**config.mk**
```make
export PLATFORM = sky130hd
export DESIGN_NAME = seq_sub64
export DESIGN_NICKNAME = d
export VERILOG_FILES = /design/src/rtl/sub64_pkg.sv /design/src/rtl/sub_slice.sv /design/src/rtl/seq_sub64.sv
export SDC_FILE = /design/constraint.sdc
export NUM_CORES = 1
export LEC_CHECK = 0
export BUFFER_PORTS_ARGS = -buffer_cell sky130_fd_sc_hd__buf_2
export CORE_MARGIN = 8
export CORE_UTILIZATION = 35
export CTS_BUF_LIST = sky130_fd_sc_hd__clkbuf_16
export DETAILED_ROUTE_END_ITERATION = 8
export PLACE_DENSITY_LB_ADDON = 0.2
export RECOVER_POWER = 50
export SLEW_MARGIN = 30
export SYNTH_ARGS = -nofsm -noshare
export SYNTH_HDL_FRONTEND = slang
export SYNTH_HIERARCHICAL = 1
export SYNTH_SLANG_ARGS = --single-unit
```
**constraint.sdc**
```tcl
create_clock -name clk -period 15.7 [get_ports clk]
set_input_delay 0.785 -clock clk [delete_from_list [all_inputs] [get_ports clk]]
set_output_delay 0.785 -clock clk [all_outputs]
set_load 0.01 [all_outputs]
```
**src/rtl/sub64_pkg.sv**
```systemverilog
// Shared definitions for the sequential 64-bit subtractor: operand width,
// FSM state encoding and the set of supported slice widths.
package sub64_pkg;

    // Full operand width; every slice width must divide it evenly.
    localparam int OP_W = 64;

    // Slice widths the datapath supports.
    localparam int N_LEGAL_SLICE_W = 4;
    localparam int LEGAL_SLICE_W [N_LEGAL_SLICE_W] = '{8, 16, 32, 64};

    // Control FSM states.
    typedef enum logic [1:0] {
        IDLE = 2'd0,
        CALC = 2'd1,
        DONE = 2'd2
    } state_t;

    // True when w is one of the supported slice widths.
    function automatic bit is_legal_slice_w(input int w);
        bit ok;
        ok = 1'b0;
        for (int i = 0; i < N_LEGAL_SLICE_W; i++) begin
            if (LEGAL_SLICE_W[i] == w) begin
                ok = 1'b1;
            end
        end
        return ok;
    endfunction

endpackage : sub64_pkg

```
**src/rtl/sub_slice.sv**
```systemverilog
// Combinational W-bit subtract with borrow-in and borrow-out:
// {bout, d} = a - b - bin, with bout set when the true result is negative.
module sub_slice #(
    parameter int W = 16
) (
    input  logic [W-1:0] a,
    input  logic [W-1:0] b,
    input  logic         bin,
    output logic [W-1:0] d,
    output logic         bout
);

    logic [W:0] diff_ext;

    // Extend by one bit so the borrow lands in the MSB of the wide result.
    always_comb begin
        diff_ext = {1'b0, a} - {1'b0, b} - {{W{1'b0}}, bin};
    end

    assign d    = diff_ext[W-1:0];
    assign bout = diff_ext[W];

endmodule : sub_slice

```
**src/rtl/seq_sub64.sv**
```systemverilog
// Sequential 64-bit subtractor: computes a - b - bin one SLICE_W-bit slice
// per cycle, rippling the borrow between slices, with valid/ready handshakes
// on both sides. Result latency is 64/SLICE_W cycles from the accept edge.
// Optional feature: define SEQ_SUB64_OVF_EN to add the signed-overflow
// output ovf.
module seq_sub64
    import sub64_pkg::*;
#(
    parameter int SLICE_W = 16
) (
    input  logic            clk,
    input  logic            rst,
    input  logic            in_valid,
    output logic            in_ready,
    input  logic [OP_W-1:0] a,
    input  logic [OP_W-1:0] b,
    input  logic            bin,
    output logic [OP_W-1:0] diff,
    output logic            bout,
    output logic            out_valid,
    input  logic            out_ready
`ifdef SEQ_SUB64_OVF_EN
    ,
    output logic            ovf
`endif
);

    localparam int NSLICE = OP_W / SLICE_W;
    // A single-slice build still gets a 1-bit index so no zero-width vectors.
    localparam int IDX_W = (NSLICE > 1) ? $clog2(NSLICE) : 1;
    localparam logic [IDX_W-1:0] LAST_IDX = IDX_W'(NSLICE - 1);

    if (!is_legal_slice_w(SLICE_W)) begin : g_bad_slice_w
        $error("seq_sub64: SLICE_W must be 8, 16, 32 or 64");
    end

    state_t           state_q,  state_d;
    logic [IDX_W-1:0] idx_q,    idx_d;
    logic             borrow_q, borrow_d;
    logic [OP_W-1:0]  a_q,      a_d;
    logic [OP_W-1:0]  b_q,      b_d;
    logic [OP_W-1:0]  diff_q,   diff_d;
    logic             bout_q,   bout_d;
`ifdef SEQ_SUB64_OVF_EN
    logic             ovf_q,    ovf_d;
`endif

    logic [SLICE_W-1:0] a_slice;
    logic [SLICE_W-1:0] b_slice;
    logic [SLICE_W-1:0] d_slice;
    logic               slice_bout;

    // Select the operand slices addressed by the current index.
    always_comb begin
        a_slice = a_q[idx_q*SLICE_W +: SLICE_W];
        b_slice = b_q[idx_q*SLICE_W +: SLICE_W];
    end

    // The carried borrow feeds the slice; on the first slice it holds bin.
    sub_slice #(
        .W (SLICE_W)
    ) u_sub_slice (
        .a    (a_slice),
        .b    (b_slice),
        .bin  (borrow_q),
        .d    (d_slice),
        .bout (slice_bout)
    );

    // Next-state and datapath update for the IDLE -> CALC -> DONE sequence.
    always_comb begin
        // NOTE: every signal gets a default first, so no path leaves one
        // unassigned and no latch is inferred.
        state_d  = state_q;
        idx_d    = idx_q;
        borrow_d = borrow_q;
        a_d      = a_q;
        b_d      = b_q;
        diff_d   = diff_q;
        bout_d   = bout_q;
`ifdef SEQ_SUB64_OVF_EN
        ovf_d    = ovf_q;
`endif
        unique case (state_q)
            IDLE: begin
                if (in_valid) begin
                    a_d      = a;
                    b_d      = b;
                    borrow_d = bin;
                    idx_d    = '0;
                    diff_d   = '0;
                    bout_d   = 1'b0;
`ifdef SEQ_SUB64_OVF_EN
                    ovf_d    = 1'b0;
`endif
                    state_d  = CALC;
                end
            end
            CALC: begin
                diff_d[idx_q*SLICE_W +: SLICE_W] = d_slice;
                borrow_d = slice_bout;
                if (idx_q == LAST_IDX) begin
                    idx_d   = '0;
                    bout_d  = slice_bout;
`ifdef SEQ_SUB64_OVF_EN
                    // Signed overflow: operand signs differ and the result
                    // sign (MSB of the last slice) differs from a's sign.
                    ovf_d   = (a_q[OP_W-1] != b_q[OP_W-1]) &&
                              (d_slice[SLICE_W-1] != a_q[OP_W-1]);
`endif
                    state_d = DONE;
                end else begin
                    idx_d = idx_q + 1'b1;
                end
            end
            DONE: begin
                if (out_ready) begin
                    state_d = IDLE;
                end
            end
            default: begin
                state_d = IDLE;
            end
        endcase
    end

    // State and datapath registers; reset aborts any operation in flight.
    always_ff @(posedge clk or posedge rst) begin
        if (rst) begin
            state_q  <= IDLE;
            idx_q    <= '0;
            borrow_q <= 1'b0;
            a_q      <= '0;
            b_q      <= '0;
            diff_q   <= '0;
            bout_q   <= 1'b0;
`ifdef SEQ_SUB64_OVF_EN
            ovf_q    <= 1'b0;
`endif
        end else begin
            // NOTE: state registers use non-blocking assignment so every
            // flop samples the pre-edge values regardless of statement order.
            state_q  <= state_d;
            idx_q    <= idx_d;
            borrow_q <= borrow_d;
            a_q      <= a_d;
            b_q      <= b_d;
            diff_q   <= diff_d;
            bout_q   <= bout_d;
`ifdef SEQ_SUB64_OVF_EN
            ovf_q    <= ovf_d;
`endif
        end
    end

    assign in_ready  = (state_q == IDLE);
    assign out_valid = (state_q == DONE);
    assign diff      = diff_q;
    assign bout      = bout_q;
`ifdef SEQ_SUB64_OVF_EN
    assign ovf       = ovf_q & out_valid;
`endif

endmodule : seq_sub64

```
==> flow_metrics.env <==
export IMPL_skew_ns=0.01596
export IMPL_clk_latency_ns=0.43
export IMPL_ys_types=59
export IMPL_dp_hpwl_mm=18.03
export IMPL_cts_setup_buffers=0
export IMPL_hold_worst_slack_ns=0.4870
export IMPL_via_count=6188
export IMPL_critPathLaunchType="input port"
export IMPL_grt_pass1_wl_mm=39.22
export IMPL_syn_num_nets=849
export IMPL_ys_warn_count=6
export IMPL_worst_slew_pin_slew_ns=5.117
export IMPL_rsz0062_at_grt="no"
export IMPL_wl_per_cell_um=19.89
export IMPL_postCtsHoldBufs=0
export IMPL_grt_pass1_vias=6553
export IMPL_multi_input_area_um2=4432
export IMPL_avgSynthCellArea_um2=14.79
export IMPL_hp_class="register to register"
export IMPL_row_count=62
export IMPL_syn_inst=678
export IMPL_setup_slack_ns=8.303
export IMPL_grt_antenna_before_repair=6
export IMPL_io_buffers=199
export IMPL_drive_gt1_share_pct=36.83
export IMPL_setup_tns_final_ns=0
export IMPL_cts_tree="built"
export IMPL_place_ws_ns=11.56
export IMPL_synth_top_flop_cell="dfrtp_1"
export IMPL_die_area_um2=34310
export IMPL_hold_violations=0
export IMPL_ys_ff_latch=198
export IMPL_core_um2=28470
export IMPL_worst_ep_arrival_time_ns=6.93
export IMPL_max_slew_margin_pct=-243.0
export IMPL_netlist_area_um2=10020
export IMPL_critPathRequiredTime_ns=15.23
export IMPL_numClockSinks=198
export IMPL_area_growth_pct=16.15
export IMPL_drt_initial_drc_count=393
export IMPL_nFillCells=2710
export IMPL_async_reset_ff_share_pct=100.0
export IMPL_gp_congestion=0.7537
export IMPL_final_common_cell="dfrtp_1"
export IMPL_ys_seq_area_share_pct=49.43
export IMPL_grt_overflow=0
export IMPL_die_height_um=185.2
export IMPL_period_needed_ns=7.397
export IMPL_drc=0
export IMPL_max_freq_mhz=135.2
export IMPL_dr_pass1_iters=4
export IMPL_instances_no_fill=1262
export IMPL_cts_inserted_buffers=17
export IMPL_synth_edf_count=0
export IMPL_die_w_um=185.2
export IMPL_end_kind="asynchronous set/reset pin"
export IMPL_regArea_um2=4960
export IMPL_drt_total_wl_mm=25.10
export IMPL_violations="capacitance limit, slew limit"
export IMPL_initial_core_util_pct=35.21
export IMPL_route_antenna_remaining_nets=0
export IMPL_final_cell_mix="dfrtp_1, buf_2, mux2_4, clkbuf_1, a22o_1"
export IMPL_post_route_period_util_pct=47.11
export IMPL_io_pins=200
export IMPL_maxCapViolations=3
export IMPL_setup_viol=0
export IMPL_clock_tree_root_cell="clkbuf_16"
export IMPL_grt_max_degree=117
export IMPL_viasPerCell=4.903
export IMPL_crit_type="input port to asynchronous set/reset pin"
export IMPL_clock_path_buffers=2
export IMPL_status="complete, but fails checks"
export IMPL_maxSlewViolCount=242
export IMPL_htreeDepth=4
export IMPL_post_cts_resize_count=0
export IMPL_final_nets=1035
export IMPL_gr_usage_all_layers_pct=14.90
export IMPL_crit_fanout=116
export IMPL_path_clk_slew_ns=0.08
export IMPL_dp_cells=1229
==> kinds of logic after synthesis <==
kind of cell,share of synthesized area (%)
XOR/XNOR,0.9611
AO/OA/AOI/OAI,9.973
flip-flops,49.43
buffers and inverters,5.704
adder cells (fa/ha/maj),4.893
AND/OR/NAND/NOR,2.983
multiplexers,26.06
==> path summary, 6_finish.rpt <==
check / end / start / cells after the start / slack (ns)
max: b_q[32] / rst / 3 / 8.30
min: a_q[36] / a_q[36] / 1 / 0.49
max reg2reg: diff[41] / idx_q[0] / 11 / 9.66
min reg2reg: a_q[36] / a_q[36] / 1 / 0.49
max in group clk: diff[41] / idx_q[0] / 11 / 9.66
min in group asynchronous: state_q[0] / rst / 2 / 1.88
==> critical path, cell delays in order <==
cell and delay [ns]:
clkbuf_1 0.08, clkinvlp_2 2.80, clkbuf_1 3.17
==> metrics by stage <==
step | instance area, um^2 | util, %
after floorplan | 10020 | -
after global placement | 11200 | 39.33
after detailed placement | 11210 | 39.36
after CTS | 11810 | 41.50
after global routing | 11640 | 40.90
final | 11640 | 40.90
==> sequential cells by signal, indices dropped and copies added, names as in the netlist <==
name / count
borrow_q: 1
b_q: 64
idx_q: 2
diff: 64
bout: 1
a_q: 64
state_q: 2
==> synth_stat cells (3+ instances only) <==
library cell  number  area share (%)
buf_6              8            0.90
mux2_4           120              18
nor2_1             9            0.34
nor2b_1            4            0.25
nand3_1            5            0.25
inv_1             57             2.1
a21o_1             7            0.52
buf_2              7            0.35
buf_4              7            0.52
mux2_2             8            0.90
mux4_2            32             7.2
xnor2_1            9            0.79
a311oi_1           3            0.26
and4_1             3            0.26
ha_1              36             4.5
a21oi_1           12            0.60
clkbuf_1           3            0.11
nand2_1           15            0.56
dfrtp_1          198              49
o21ai_0           12            0.60
buf_8             11             1.6
a22o_1            67             5.9
==> per-layer routing <==
layer,track usage [%],up-vias,routed length [um]
li1,-,2865,-
met1,21.60,3110,12420
met2,21.83,184,10900
met3,4.060,19,1524
met4,3.233,10,201
met5,0,-,58
==> area by class of cell <==
type	instances	share of cell area [%]
diodes	1	0.02149
clock buffers	17	3.654
clock inverters	15	1.558
inverters	57	1.848
multi-input cells	386	38.06
flip-flops and latches	198	42.60
well taps	384	4.126
repair buffers	204	8.135
Power is not shown: default switching activity piles up to over one toggle a cycle in this logic, so the estimate is an artifact.
